==> src/rtl/frame_bank_sched.sv <==
// Triple-buffer bank scheduler between a camera write stream and an HDMI reader.
// Optional `FRAME_DROP_CNT_EN adds a saturating drop_cnt output for overwritten pending frames.
module frame_bank_sched #(
    parameter int LINES       = 480,
    parameter int SYNC_STAGES = 2
) (
    input  logic       clk,
    input  logic       rstn,
    input  logic       s_tvalid,
    input  logic       s_tready,
    input  logic       s_tuser,
    input  logic       s_tlast,
    input  logic       rd_vsync,
    output logic [1:0] wr_bank,
    output logic [1:0] rd_bank,
    output logic       wr_en,
    output logic       frame_ready,
    output logic       err_short,
    output logic [9:0] line_cnt
`ifdef FRAME_DROP_CNT_EN
    ,
    output logic [15:0] drop_cnt
`endif
);

    typedef enum logic {
        W_IDLE,
        W_ACTIVE
    } wstate_t;

    localparam logic [9:0] LAST_LINE = 10'(LINES - 1);

    wstate_t state, state_nxt;
    logic [9:0] line_nxt;
    logic       beat;
    logic       commit;
    logic       restart;
    logic [1:0] pend_bank;

    logic [SYNC_STAGES-1:0] vsync_p;
    logic                   vsync_q;
    logic                   rd_evt;

    assign beat = s_tvalid & s_tready;

    always_ff @(posedge clk or negedge rstn) begin
        if (!rstn) begin
            state     <= W_IDLE;
            line_cnt  <= '0;
            err_short <= 1'b0;
        end else begin
            state     <= state_nxt;
            line_cnt  <= line_nxt;
            err_short <= restart;
        end
    end

    // A tuser beat always wins over tlast: a restarted frame never commits.
    always_comb begin
        state_nxt = state;
        line_nxt  = line_cnt;
        commit    = 1'b0;
        restart   = 1'b0;
        wr_en     = 1'b0;
        case (state)
            W_IDLE: begin
                wr_en = s_tvalid & s_tuser;
                if (beat && s_tuser) begin
                    state_nxt = W_ACTIVE;
                    line_nxt  = '0;
                end
            end
            W_ACTIVE: begin
                wr_en = 1'b1;
                if (beat && s_tuser) begin
                    restart  = 1'b1;
                    line_nxt = '0;
                end else if (beat && s_tlast) begin
                    if (line_cnt == LAST_LINE) begin
                        commit    = 1'b1;
                        line_nxt  = '0;
                        state_nxt = W_IDLE;
                    end else begin
                        line_nxt = line_cnt + 10'd1;
                    end
                end
            end
        endcase
    end

    // Synchronizer stages followed by the edge register
    always_ff @(posedge clk or negedge rstn) begin
        if (!rstn) begin
            vsync_p <= '0;
            vsync_q <= 1'b0;
        end else begin
            vsync_p <= {vsync_p[SYNC_STAGES-2:0], rd_vsync};
            vsync_q <= vsync_p[SYNC_STAGES-1];
        end
    end

    assign rd_evt = vsync_p[SYNC_STAGES-1] & ~vsync_q;

    // Bank rotation: the three indices are only ever permuted, so they stay distinct.
    always_ff @(posedge clk or negedge rstn) begin
        if (!rstn) begin
            wr_bank     <= 2'd0;
            pend_bank   <= 2'd1;
            rd_bank     <= 2'd2;
            frame_ready <= 1'b0;
        end else if (commit && rd_evt) begin
            rd_bank     <= wr_bank;
            wr_bank     <= pend_bank;
            pend_bank   <= rd_bank;
            frame_ready <= 1'b0;
        end else if (commit) begin
            wr_bank     <= pend_bank;
            pend_bank   <= wr_bank;
            frame_ready <= 1'b1;
        end else if (rd_evt && frame_ready) begin
            rd_bank     <= pend_bank;
            pend_bank   <= rd_bank;
            frame_ready <= 1'b0;
        end
    end

`ifdef FRAME_DROP_CNT_EN
    always_ff @(posedge clk or negedge rstn) begin
        if (!rstn) begin
            drop_cnt <= '0;
        end else if (commit && !rd_evt && frame_ready && (drop_cnt != 16'hFFFF)) begin
            drop_cnt <= drop_cnt + 16'd1;
        end
    end
`endif

endmodule

==> config.mk <==
export PLATFORM = sky130hd
export DESIGN_NAME = frame_bank_sched
export DESIGN_NICKNAME = d
export VERILOG_FILES = /design/src/rtl/frame_bank_sched.sv
export SDC_FILE = /design/constraint.sdc
export NUM_CORES = 1
export LEC_CHECK = 0
export ABC_AREA = 1
export CORE_UTILIZATION = 42
export CTS_CLUSTER_DIAMETER = 80
export DETAILED_ROUTE_END_ITERATION = 10
export DONT_BUFFER_PORTS = 1
export MAX_ROUTING_LAYER = met4
export PLACE_DENSITY = 0.57
export SETUP_SLACK_MARGIN = 0.5
export SYNTH_ARGS = -nofsm -noshare
export SYNTH_HDL_FRONTEND = slang
export SYNTH_SLANG_ARGS = --single-unit
==> constraint.sdc <==
create_clock -name clk -period 1.33 [get_ports clk]
set_input_delay 0.266 -clock clk [delete_from_list [all_inputs] [get_ports clk]]
set_output_delay 0.266 -clock clk [all_outputs]
set_load 0.01 [all_outputs]
==> results of run 1 <==
## per-layer routing
layer  track usage [%]  up-vias
li1                  -      498
met1              22.2      469
met2              30.1       25
met3              4.44        4
met4              8.97        0
met5                 -        -
## sequential cells by signal (all words and copies together) (netlist names)
name         count
frame_ready      1
state            1
wr_bank          2
pend_bank        2
vsync_p          2
rd_bank          2
err_short        1
vsync_q          1
line_cnt        10
## cell usage after synthesis
| cell | count |
|---|---|
| clkinv_1 | 1 |
| o22ai_1 | 1 |
| nor2_4 | 1 |
| a21oi_1 | 7 |
| nand3_2 | 4 |
| o21ai_1 | 1 |
| ha_1 | 1 |
| nor2_8 | 1 |
| o21ai_0 | 5 |
| dfstp_2 | 2 |
| nor3_2 | 1 |
| nor2_1 | 11 |
| nand4_1 | 3 |
| o21ai_4 | 1 |
| buf_4 | 1 |
| nor3_1 | 1 |
| a31oi_1 | 2 |
| or2_2 | 1 |
| xor2_1 | 1 |
| buf_6 | 1 |
| inv_1 | 19 |
| nand3_1 | 15 |
| inv_2 | 3 |
| nand2_1 | 24 |
| nand2_4 | 3 |
| nor2_2 | 4 |
| o21bai_1 | 1 |
| dfrtp_1 | 20 |
## stage by stage
step	power, mW	hold slack (ns)	setup TNS, ns	std cells
detailed placement	1.20	-0.0291	-0.371	183
CTS	1.70	0.228	-0.444	192
global placement	1.19	-0.0291	-0.0635	183
global route	1.80	-0.0483	-2.77	196
floorplan	1.04	-0.0296	-0.634	136
finish	1.70	-0.0756	-1.26	196
## worst max-delay path, stage by stage, from the launching register on
cell and delay, ns:
dfrtp_2 0.42, ha_4 0.16, nand3_4 0.08, nor2_4 0.15, nand2_4 0.09, nor2_8 0.16
nand2_4 0.10, nand2_4 0.09, inv_2 0.04, nand2_2 0.04, nand2_1 0.04
## worst max path at each step
stage,endpoint,cells past startpoint
floorplan,pend_bank[1]$_DFFE_PN0P_,10
global placement,pend_bank[1]$_DFFE_PN0P_,10
detailed placement,pend_bank[1]$_DFFE_PN0P_,10
CTS,pend_bank[1]$_DFFE_PN0P_,10
global route,pend_bank[1]$_DFFE_PN0P_,10
finish,pend_bank[1]$_DFFE_PN0P_,10
## cell families after synthesis
| group | Yosys count | synth area share (%) |
|---|---|---|
| AOI/OAI and AO/OA | 18 | 9.25 |
| xor gates and xnor gates | 1 | 0.753 |
| adders and majority gates | 1 | 1.08 |
| buffers and inverters | 25 | 9.03 |
| DFF | 22 | 47.5 |
| and+or+nand+nor | 69 | 32.4 |
## final cells by class
cell class / count / area [sq um]
flip-flops and latches: 22 / 556
inverters: 23 / 97.6
well taps: 30 / 37.5
repair buffers: 28 / 256
clock buffers: 4 / 36.3
fillers: 209 / 951
multi-input cells: 89 / 611
## power groups by stage
| stage | clock, mW | sequential [mW] | combinational [mW] |
|---|---|---|---|
| 2_1_floorplan | 0 | 0.890 | 0.154 |
| 3_3_place_gp | 0 | 0.852 | 0.343 |
| 3_5_place_dp | 0 | 0.855 | 0.347 |
| 4_1_cts | 0.398 | 0.867 | 0.434 |
| 5_1_grt | 0.413 | 0.878 | 0.513 |
| 6_report | 0.376 | 0.866 | 0.454 |
## timing repair
| item | in CTS | in global routing |
|---|---|---|
| resized for setup | 23 | 20 |
| setup endpoints to repair | 35 | 58 |
| setup buffers | 3 | 4 |
| pin swaps | 3 | 11 |
| gates cloned | 0 | 0 |
| endpoints found under the hold margin | 23 | 20 |
==> metrics.md, run 1 <==
| Metric | Value |
|---|---|
| Critical R2R Launch | line_cnt[0]$_DFFE_PN0P_ |
| Worst Setup Slack, final | -0.127 ns |
| Worst Path Required | 1.54 ns |
| Gr ovfl total | 0 |
| Clock Latency Late Sink | 0.31 ns |
| Top cells by area, synth | dfrtp_1, nand2_1, nand3_1, inv_1, dfstp_2 |
| Final setup violation count | 17 |
| Layout area overhead | 37.0% |
| Reg-to-reg slack, setup | -0.13 ns |
| IO buf count | 0 |
| Post-synthesis cell count | 136 |
| ANT nets after route | 0 |
| Crit end category | flop |
| Core area | 0.00254 sq mm |
| Initial antenna violation count | 0 |
| Max-Cap Viols | 0 |
| Most frequent cells in the layout | nand2_1, dfrtp_1, inv_1 |
| Flop pwr share | 51.1% |
| P per Cell Area | 1060 mW/mm^2 |
| Final Skew | 0.00596 ns |
| Post-layout min period | 1.46 ns |
| CP Max Fanout | 7 |
| RSZ-0062 raised after global routing | true |
| Final core utilization | 62.6% |
| Failing checks | hold timing, setup timing |
| Design Area, Final | 0.00159 sq mm |
| Root Driver | clkbuf_4 |
| NetSw | 539 uW |
| CP Launch Point | line_cnt[0]$_DFFE_PN0P_ |
| Gr usage total | 18.9% |
| CTS Buffer Depth | 2 |
| Slew of the pin with the lowest slew margin | 0.582 ns |
| Detailed Route WL | 2520 um |
| Top layer used by detailed routing | met4 |
| H-Tree Depth | 1 |
| Met2 Routed Length | 1230 um |
| Worst slack, placed | -0.0863 ns |
| Fin. Hold Viols | 20 |
| Placed inst area | 0.00134 sq mm |
| Die Wd | 54.6 um |
| Most common cell after layout, fill and taps aside | nand2_1 |
| Synthesized area | 0.00116 sq mm |
| Min-delay worst type | in -> async |
| Vias in the first global route | 947 |
| # rows | 18 |
| Pins Over Slew Limit | 0 |
| Cell taking the most area after synthesis | dfrtp_1 |
| WL met3 | 146 um |
| # IOs | 24 |
| Routed len/inst | 12.9 um |
| Max_slew headroom | 61.2% |
| DR vias/cell | 5.08 |
| Die area | 0.00298 sq mm |
| First-pass GRT wire length | 3840 um |
| Synth Net Count | 144 |
| Inserted Diodes | 0 |
| Routability cong. | 0.822 |
| Syn Area/Cell | 8.56 sq um |
| VDD IR max | 861 uV |
| Data arrival time of the critical path | 1.67 ns |
| Combinational Power Share | 26.8% |
| WS Path Type | reg -> reg |
| Num Clock Sinks | 22 |
| Reg clk slew, reported paths | 0.13 ns |
| Status | complete, but fails checks |
| Share of layout cells above drive strength 1 | 45.2% |
| Post-DP HPWL | 1750 um |
| Drt initial violations | 16 |
| Initial Util | 45.7% |
| Die Y | 54.6 um |
| DRT Pass-1 Iters | 4 |
| Clock power share | 22.2% |
| Sequential share of the synthesized area | 47.5% |
| Cts bufs inserted | 3 |
| Max Fclk | 686 MHz |
| CTS hold repair buffers | 2 |
| Post-synthesis cell type count | 28 |
| Static Leakage | 0.785 nW |
| Seq cells post-synth | 22 |
| CP startpoint kind | flop |
| WL met1 | 1110 um |
| Nets@finish | 175 |
| Vias post-DR | 996 |
| CTS tree | yes |
| Sw frac | 31.8% |
| Syn. warnings | 0 |
| # DRC | 0 |
| Area share of the largest cell type after synthesis | 43.0% |
| Share of the clock period used by the worst path | 110% |
| Cell Int Power | 1.16 mW |
| R2R depth | 10 |
| Largest net degree at the start of global routing | 23 |
| Worst hold margin | -0.0756 ns |
| Reg-to-reg critical path endpoint | pend_bank[1]$_DFFE_PN0P_ |
Note: power is estimated with default switching activity, not from simulation.
==> inputs of run 2 (changes only) <==
--- a/config.mk
+++ b/config.mk
@@ -6,6 +6,7 @@
 export NUM_CORES = 1
 export LEC_CHECK = 0
 export ABC_AREA = 1
+export ABC_CLOCK_PERIOD_IN_PS = 1330
 export CORE_UTILIZATION = 42
 export CTS_CLUSTER_DIAMETER = 80
 export DETAILED_ROUTE_END_ITERATION = 10
==> results of run 2 <==
Final layout, timing and power as in run 1 (identical DEF).
==> inputs of run 3 (changes only) <==
--- a/config.mk
+++ b/config.mk
@@ -12,7 +12,7 @@
 export DETAILED_ROUTE_END_ITERATION = 10
 export DONT_BUFFER_PORTS = 1
 export MAX_ROUTING_LAYER = met4
-export PLACE_DENSITY = 0.57
+export PLACE_DENSITY = 0.68
 export SETUP_SLACK_MARGIN = 0.5
 export SYNTH_ARGS = -nofsm -noshare
 export SYNTH_HDL_FRONTEND = slang
==> run 3 against run 2 <==
Against the previous run: the flow still finishes with violations (hold timing, setup timing); critical endpoint unchanged; cell count is 0.51% lower; clock power is 15% lower; die area stayed put; via count is 4.1% higher; flip-flop and latch count stayed put; combinational power is 21% higher; fmax is 1.2% higher; power is 3.2% higher; critical path type unchanged; global-route usage is 3.0 points higher; count of clock-buffer cells in the layout stayed put; non-clock buffer count is 1 lower.
==> metrics.md, run 3 (same netlist as run 1, synthesis figures left out) <==
| Metric | Value |
|---|---|
| # IOs | 24 |
| Fin. Hold Viols | 20 |
| Worst hold margin | -0.0778 ns |
| CTS hold repair buffers | 2 |
| H-Tree Depth | 1 |
| End of the critical path | pend_bank[1]$_DFFE_PN0P_ |
| Clock power share | 18.2% |
| Design Area, Final | 0.00162 sq mm |
| Min-delay worst type | in -> async |
| DP Cell Count | 183 |
| Most common cell after layout, fill and taps aside | nand2_1 |
| Num Clock Sinks | 22 |
| Initial Util | 45.7% |
| CP Max Fanout | 7 |
| Global routing's busiest layer | met2 |
| Layout area overhead | 39.4% |
| Critical R2R Launch | line_cnt[1]$_DFFE_PN0P_ |
| P per Cell Area | 1080 mW/mm^2 |
| Worst Setup Slack, final | -0.110 ns |
| CTS tree | yes |
| First-pass GRT wire length | 4460 um |
| Die Y | 54.6 um |
| Nets@finish | 174 |
| # rows | 18 |
| Reg-to-reg critical path endpoint | pend_bank[1]$_DFFE_PN0P_ |
| Met1 GRT Util | 22.5% |
| Vias post-DR | 1037 |
| Failing checks | hold timing, setup timing |
| Slew of the pin with the lowest slew margin | 0.577 ns |
| R2R depth | 10 |
| CP startpoint kind | flop |
| Root Driver | clkbuf_4 |
| Reg-to-reg slack, setup | -0.11 ns |
| Gr ovfl total | 0 |
| Largest Register | line_cnt |
| Routed len/inst | 14.1 um |
| Detailed Route WL | 2750 um |
| Reg clk slew, reported paths | 0.12 ns |
| Flop pwr share | 50.4% |
| Max_slew headroom | 61.5% |
| Placed inst area | 0.00134 sq mm |
| Share of the clock period used by the worst path | 108% |
| Final cell count without fillers | 195 |
| CTS Buffer Depth | 2 |
| ANT nets after route | 0 |
| Share of layout cells above drive strength 1 | 46.1% |
| DRT Pass-1 Iters | 4 |
| Data arrival time of the critical path | 1.65 ns |
| GR Util met2 | 39.4% |
| Max-Cap Viols | 0 |
| Initial antenna violation count | 0 |
| Worst slack, placed | -0.0789 ns |
| Die area | 0.00298 sq mm |
| Core area | 0.00254 sq mm |
| Post-layout min period | 1.44 ns |
| M3 GR Usage | 6.94% |
| DR vias/cell | 5.32 |
| CP Launch Point | line_cnt[1]$_DFFE_PN0P_ |
| IO buf count | 0 |
| Routability cong. | 0.911 |
| Post-DP HPWL | 1850 um |
| Most frequent cells in the layout | nand2_1, inv_1, dfrtp_1 |
| Crit end category | flop |
| NetSw | 586 uW |
| Combinational Power Share | 31.5% |
| Clock Latency Late Sink | 0.31 ns |
| VDD IR max | 859 uV |
| Die Wd | 54.6 um |
| Inserted Diodes | 0 |
| RSZ-0062 raised after global routing | true |
| Cts bufs inserted | 3 |
| Overall Power | 1.75 mW |
| Status | complete, but fails checks |
| Worst Path Required | 1.54 ns |
| WS Path Type | reg -> reg |
| Vias in the first global route | 1029 |
| Cell Int Power | 1.16 mW |
| Max reg flops | 10 |
| Pins Over Slew Limit | 0 |
| Sw frac | 33.5% |
| # DRC | 0 |
| Largest net degree at the start of global routing | 23 |
| Final setup violation count | 9 |
| Drt initial violations | 13 |
| Max Fclk | 695 MHz |
| Static Leakage | 0.766 nW |
| Gr usage total | 21.9% |
| Final Skew | 0.00761 ns |
## run 3: worst min-delay path by stage
| stage | start | slack, ns | to | depth (start not counted) |
|---|---|---|---|---|
| final | rstn | -0.08 | line_cnt[4]$_DFFE_PN0P_ | 1 |
| after global routing | rstn | -0.05 | line_cnt[7]$_DFFE_PN0P_ | 1 |
| after CTS | s_tuser | 0.24 | state$_DFF_PN0_ | 4 |
| after detailed placement | rstn | -0.03 | rd_bank[0]$_DFFE_PN0P_ | 0 |
| after global placement | rstn | -0.03 | err_short$_DFF_PN0_ | 0 |
| after floorplan | rstn | -0.03 | err_short$_DFF_PN0_ | 0 |
## run 3: power groups by stage
stage / clock (mW) / sequential [mW] / combinational, mW
after floorplan: 0 / 0.890 / 0.154
after global placement: 0 / 0.849 / 0.340
after detailed placement: 0 / 0.855 / 0.353
after CTS: 0.335 / 0.873 / 0.465
after global routing: 0.357 / 0.891 / 0.598
final: 0.318 / 0.881 / 0.550
## run 3: layer usage
layer	vias up	part of all wire, %
li1	499	-
met1	500	39
met2	28	53
met3	10	4.8
met4	0	2.6
met5	-	0
## run 3: cell type report
type | instances | area (sq um)
clock buffers | 4 | 26.3
fillers | 209 | 923
inverters | 23 | 95.1
multi-input cells | 89 | 637
flip-flops and latches | 22 | 558
well taps | 30 | 37.5
repair buffers | 27 | 268
## run 3: what timing repair did
| item | 4_1_cts | 5_1_grt |
|---|---|---|
| gates resized for setup | 30 | 23 |
| pin swaps | 8 | 6 |
| setup endpoints to repair | 35 | 58 |
| buffers inserted | 2 | 4 |
| endpoints found under the hold margin | 23 | 20 |
## run 3: through the flow
stage / utilization, % / TNS (ns)
final: 63.7 / -0.482
after detailed placement: 52.8 / -0.275
after global placement: 52.8 / -0.0349
after global routing: 63.7 / -1.50
after CTS: 59.6 / -0.341
after floorplan: - / -0.634
## run 3: worst max-delay path, stage by stage, from the launching register on
cell     delay (ns)
dfrtp_1        0.42
ha_4           0.17
nand3_4        0.08
nor2_4         0.12
nand2_4        0.10
nor2_8         0.13
nand2_4        0.09
nand2_4        0.08
inv_2          0.04
nand2_1        0.05
nand2_1        0.05
